[config.mk]
export PLATFORM = sky130hd
export DESIGN_NAME = tpu_sequencer
export DESIGN_NICKNAME = d
export VERILOG_FILES = /design/src/rtl/tpu_sequencer.sv
export SDC_FILE = /design/constraint.sdc
export NUM_CORES = 1
export LEC_CHECK = 0
export ABC_AREA = 0
export CORE_MARGIN = 4
export CORE_UTILIZATION = 40
export CTS_BUF_LIST = sky130_fd_sc_hd__clkbuf_8
export DETAILED_ROUTE_END_ITERATION = 8
export PLACE_DENSITY = 0.65
export REMOVE_ABC_BUFFERS = 1
export SLEW_MARGIN = 25
export SYNTH_ARGS = -nofsm -noshare
export SYNTH_HDL_FRONTEND = slang
export SYNTH_SLANG_ARGS = --single-unit
[constraint.sdc]
create_clock -name clk -period 2.4 [get_ports clk]
set_input_delay 0.48 -clock clk [delete_from_list [all_inputs] [get_ports clk]]
set_output_delay 0.48 -clock clk [all_outputs]
set_load 0.05 [all_outputs]
[src/rtl/tpu_sequencer.sv]
// tpu_sequencer: job controller for a KxK systolic array (weight load, vector stream, drain, done).
// Optional perf counters perf_cycles/perf_stalls are built when TPU_SEQ_PERF_EN is defined.
//
// state    | meaning
// S_IDLE   | waiting for start, nothing in flight
// S_LOAD_W | accepting weight rows 0..K-1
// S_STREAM | accepting num_vecs data vectors
// S_DRAIN  | waiting for the latency pipe to empty
// S_DONE   | one-cycle completion pulse
module tpu_sequencer #(
  parameter int K     = 2,
  parameter int LEN_W = 8,
  parameter int LAT   = 2 * K
) (
  input  logic                 clk,
  input  logic                 rst,
  input  logic                 start,
  input  logic [LEN_W-1:0]     num_vecs,
  input  logic                 abort,
  input  logic                 w_valid,
  output logic                 w_ready,
  output logic [$clog2(K)-1:0] w_row,
  output logic                 load_weights,
  input  logic                 d_valid,
  output logic                 d_ready,
  output logic                 pe_valid,
  output logic                 out_valid,
  output logic                 busy,
  output logic                 done
`ifdef TPU_SEQ_PERF_EN
  ,
  output logic [31:0]          perf_cycles,
  output logic [15:0]          perf_stalls
`endif
);

  localparam int ROW_W = $clog2(K);

  typedef enum logic [2:0] {
    S_IDLE,
    S_LOAD_W,
    S_STREAM,
    S_DRAIN,
    S_DONE
  } state_t;

  state_t             state, state_nxt;
  logic [ROW_W-1:0]   row_cnt;
  logic [LEN_W-1:0]   vec_left;
  logic [LAT-1:0]     lat_pipe;
  logic               abort_job;
  logic               last_row;
  logic               last_vec;

  assign abort_job = abort && (state != S_IDLE);
  assign last_row  = (row_cnt == ROW_W'(K - 1));
  // vec_left counts down from num_vecs; compare against 1 so 2^LEN_W-1 never wraps
  assign last_vec  = (vec_left == LEN_W'(1));

  always_ff @(posedge clk or negedge rst) begin
    if (!rst) begin
      state <= S_IDLE;
    end else begin
      state <= state_nxt;
    end
  end

  always_comb begin
    state_nxt = state;
    w_ready   = 1'b0;
    d_ready   = 1'b0;
    done      = 1'b0;
    busy      = (state != S_IDLE);
    case (state)
      S_IDLE: begin
        if (start) begin
          state_nxt = (num_vecs != '0) ? S_LOAD_W : S_DONE;
        end
      end
      S_LOAD_W: begin
        w_ready = 1'b1;
        if (w_valid && last_row) begin
          state_nxt = S_STREAM;
        end
      end
      S_STREAM: begin
        d_ready = 1'b1;
        if (d_valid && last_vec) begin
          state_nxt = S_DRAIN;
        end
      end
      S_DRAIN: begin
        if (lat_pipe == '0) begin
          state_nxt = S_DONE;
        end
      end
      S_DONE: begin
        done      = 1'b1;
        state_nxt = S_IDLE;
      end
      default: begin
        state_nxt = S_IDLE;
      end
    endcase
    // Abort wins over any same-cycle handshake, so readies drop with it.
    if (abort_job) begin
      state_nxt = S_IDLE;
      w_ready   = 1'b0;
      d_ready   = 1'b0;
    end
  end

  assign load_weights = w_valid && w_ready;
  assign pe_valid     = d_valid && d_ready;
  assign out_valid    = lat_pipe[LAT-1];
  assign w_row        = row_cnt;

  always_ff @(posedge clk or negedge rst) begin
    if (!rst) begin
      row_cnt  <= '0;
      vec_left <= '0;
      lat_pipe <= '0;
    end else if (abort_job) begin
      row_cnt  <= '0;
      vec_left <= '0;
      lat_pipe <= '0;
    end else begin
      if ((state == S_IDLE) && start) begin
        vec_left <= num_vecs;
      end
      if (load_weights) begin
        row_cnt <= last_row ? '0 : row_cnt + ROW_W'(1);
      end
      if (pe_valid) begin
        vec_left <= vec_left - LEN_W'(1);
      end
      lat_pipe <= {lat_pipe[LAT-2:0], pe_valid};
    end
  end

`ifdef TPU_SEQ_PERF_EN
  always_ff @(posedge clk or negedge rst) begin
    if (!rst) begin
      perf_cycles <= '0;
      perf_stalls <= '0;
    end else if ((state == S_IDLE) && start) begin
      perf_cycles <= '0;
      perf_stalls <= '0;
    end else begin
      if (busy && (perf_cycles != '1)) begin
        perf_cycles <= perf_cycles + 32'd1;
      end
      if ((state == S_STREAM) && !d_valid && (perf_stalls != '1)) begin
        perf_stalls <= perf_stalls + 16'd1;
      end
    end
  end
`endif

endmodule
======== Yosys cells after proc, flatten, opt, wreduce, memory -nomap -nowiden ========
Index checks and enable logic that the tools add are counted.
operators by class
  $add $sub $neg .......................... 2
  equality and inequality tests ........... 9
  muxes and demuxes ....................... 19
  reduce and logical (&&, ||, !) cells .... 13
operators by type and width
  operator             number
  $mux 8               3
  $mux 3               6
  $ne 3x3->1 const B   4
  $pmux 3 s4           1
  $eq 8x1->1 const B   1
  $mux 1               8
  $reduce_bool 8->1    1
  $sub 8x1->8 const B  1
  $eq 3x2->1 const B   2
  $logic_and 1x1->1    6
  $reduce_bool 3->1    2
  $logic_not 4->1      1
  $mux 4               1
  $reduce_and 4->1     1
  $eq 3x1->1 const B   1
  $eq 3x3->1 const B   1
  $logic_not 3->1      1
  $reduce_bool 2->1    1
  $add 1x1->1 const B  1
word-level totals
  register bits ........................... 16
  input port bits ......................... 14
  output and inout port bits .............. 8
  word-level logic and storage cells ...... 47

======== Depth between registers and ports, before layout ========
  depth after elaboration ................. 6
  mapped depth ............................ 7
  mapped depth without buffers ............ 6

======== Worst setup path before layout ========
Ideal clock, no wire load.
  kind .................................... flip-flop to output port
  start point ............................. register state[0]
  end point ............................... output port load_weights
  arrival ................................. 2158 ps
  required time ........................... 1920 ps
  setup slack ............................. -238 ps
  cell stages (with the launch flop) ...... 5
  buffers on the path ..................... 1
  cells stage by stage .................... dfrtp_1 -> buf_2 -> nor4b_2 -> nand2_1 -> inv_1
on the way
  longest elaborated chain between the ends .. 4
  elaborated cells on any way between the ends .. 6
  classes of those cells .................. eq/ne (1); mux (2); reduce/logical (3)
ends and longest elaborated chain
  item                                             line    RTL
  from (decl)                                      47      state_t state, state_nxt;
  from (signal assigned)                           64      state <= state_nxt;
  $eq 3x1->1 or $reduce_bool 3->1 (tied branches)  74, 55
  $mux 1 or $logic_and 1x1->1 (tied branches)      74, 55
  $mux 1 (*)                                       106     if (abort_job) begin
  via w_ready                                      21      output logic w_ready,
  $logic_and 1x1->1 (*)                            113     assign load_weights = w_valid && w_ready;
  to (decl)                                        23      output logic load_weights,
Mark *: on every way through the listed nets, which the timed path passes. The rest lies on a longest branch.

======== Final worst setup path ========
  start point ............................. input port abort
  end point ............................... output port load_weights
on the way
  longest elaborated chain between the ends .. 3
ends and longest elaborated chain
  item               line  RTL
  from (decl)        19    input logic abort,
  $logic_and 1x1->1  55    assign abort_job = abort && (state != S_IDLE);
  $mux 1             106
  $logic_and 1x1->1  113
Every way passes these cells.

==> reports/summary.txt <==
crit-path max FO -> 7
CTS tree -> done
first-pass GRT wire length -> 4.48 mm
Synth Area in Adders -> 2.38%
period utilisation layout -> 95.0%
Worst R2R Setup Slack -> 450 ps
Slew @ Worst Pin -> 754 ps
nets -> 163
setup TNS -> 0 ps
ant diodes -> 0
Fin. Hold Viols -> 0
Max Clock Skew -> 0.922 ps
mux contribution to synthesized area -> 2.85%
antenna violations before repair -> 0
CP Cell Sequence -> clkdlybuf4s50_1 > nor4b_2 > nand2_1 > inv_1 > buf_12
cell leakage power -> 0.000626 uW
Final Max Tran Viols -> 0
PD cells -> 1100 nW/um^2
Slowest-stage cell, CP -> clkdlybuf4s50_1
final routed DRC violation total -> 0
drt first pass iters -> 4
total number of vias -> 990
vias in the first global route -> 1003
Worst EP arrival -> 1800 ps
# setup viols final -> 0
Post-Place Worst Slack -> 118 ps
Final WS setup -> 120 ps
sequential share of the synthesized area -> 38.0%
worst-skew pair later-pin latency -> 250 ps
DR iter-0 viols -> 25
Reg2Reg Depth -> 6
IO Pins -> 22
unrepaired setup endpoints after global routing -> no
family with the most delay on the worst path -> buffers and inverters
Worst Path Required -> 1920 ps
critical path startpoint category -> primary input
pin count of the biggest net entering global routing -> 18
Die Wd -> 59.3 um
Cell variety after synth -> 39
core area -> 2500 um^2
post-synthesis compound-gate area fraction -> 22.5%
Root Buffer Master -> clkbuf_8
H-Tree Depth -> 1
Vert. Die Dim -> 59.3 um
Synth Area per Inst -> 8.92 um^2
hold_buf cts -> 0
Vias/cell -> 5.63
Post-Synth Simple-Gate Area -> 26.6%
layout cell share with drive strength beyond 1 -> 17.1%
Syn-to-layout area delta -> 35.2%
max_cap viols -> 0
hold depth -> 1
crit path kind -> in -> out
post-synth top area share -> 38.0%
drt total wl -> 2.57 mm
Max clock buf depth -> 2
mapped cell area -> 1050 um^2
Die ar. -> 3520 um^2
maximum clock frequency -> 439 MHz
largest family of logic cells by synthesized area -> simple AND/OR/NAND/NOR gates
hpwl dp -> 1.93 mm
Synth Area in XOR/XNOR -> 0.832%
Core Util, Final -> 56.9%
Num CTS Buffers -> 3
ranking of synthesized cells by area -> dfrtp_1 38%, o21ai_0 4.3%, inv_1 3.6%, mux2i_1 2.9%, nand3_1 2.9%
Routability Congestion -> 0.845
clock sink count -> 16
# port buffers -> 21
Global Route Usage Sum -> 17.1%
post-cts resize count -> 0
Buf+Inv Stages, Crit Path -> 3
most frequent cells in the layout -> 16 x clkdlybuf4s50_1, 16 x dfrtp_1, 10 x inv_1
row count -> 18
Cells after Synth -> 118
Post-DRT Antenna Nets -> 0
Setup Fix Bufs, Post-CTS -> 0
final hold slack -> 493 ps
Reg clk slew, reported paths -> 70 ps
Final Critical Period -> 2280 ps
flops & latches, synth -> 16
routed length per placed instance -> 14.6 um
VDD IR max -> 0.657 mV
Initial Utilization -> 42.1%
CP Capture Type -> output port
fillers -> 231
Warnings, synthesis -> 0
cell taking the most area after synthesis -> dfrtp_1
max incr delay on CP -> 570 ps
CP Depth -> 5
Slew headroom -> 49.6%
Hold WC Path Type -> reg -> reg
run status -> complete, no violations
gr ovfl total -> 0
[registers in the layout, indices dropped and copies added (netlist names)]
signal	cells
lat_pipe	4
state	3
vec_left	8
w_row	1
[path summary, 6_finish.rpt]
kind | start | endpoint
worst max-delay path | abort | load_weights
worst min-delay path | lat_pipe[1] | lat_pipe[2]
worst max register to register | vec_left[0] | vec_left[6]
worst min register to register | lat_pipe[1] | lat_pipe[2]
max in group asynchronous | rst | vec_left[0]
min in group asynchronous | rst | vec_left[4]
[where the power goes]
group | total [uW] | leakage, uW | internal, uW | switching [uW]
Sequential | 445 | 0.000213 | 360 | 84.9
Clock | 246 | 0.0000288 | 146 | 99.7
Combinational | 875 | 0.000384 | 370 | 505
[layout make-up]
type | instances | area (um^2) | area share (%)
Inverter | 11 | 41.3 | 2.90
Multi-Input combinational cell | 86 | 581 | 40.8
Tap cell | 30 | 37.5 | 2.64
Timing Repair Buffer | 29 | 308 | 21.6
Sequential cell | 16 | 400 | 28.1
Clock buffer | 4 | 55.1 | 3.87
[kinds of logic (layout without fill, tap and decap cells)]
group | count (synthesis) | after routing
compound gates | 35 | 35
buf+inv | 16 | 44
simple gates | 45 | 45
flops | 16 | 16
mux | 3 | 3
xor+xnor | 1 | 1
fa+ha+maj | 2 | 2
[stage by stage]
stage / std cells / power, uW / instance area [um^2]
after floorplan: 113 / 1020 / 1020
after global placement: 172 / 1300 / 1370
after detailed placement: 172 / 1320 / 1370
after CTS: 176 / 1570 / 1420
after global routing: 176 / 1680 / 1420
final: 176 / 1570 / 1420
[synthesized netlist by cell type (all sizes together)]
cell,n
a21o,3
mux2i,3
inv,11
nor2b,2
nand3,6
a21boi,2
nand2b,2
dfrtp,16
or3b,1
a21oi,3
o21ai,9
a211o,1
or3,3
o21bai,1
nand2,9
nor4,6
nor4b,2
nor4bb,1
nor3,3
a211oi,4
and3,1
nor2,6
xnor2,1
ha,2
o31ai,2
o221ai,2
a31o,1
and2,3
a32oi,1
a31oi,2
o22ai,4
buf,5
[per-layer routing]
metal,track usage (%),up-vias,wire (um)
met3,5.23,4,155
li1,-,486,-
met2,27.1,23,1230
met5,0,-,0
met4,8.74,0,33
met1,20.7,477,1150
No activity file was read; power rests on OpenSTA's default activity.
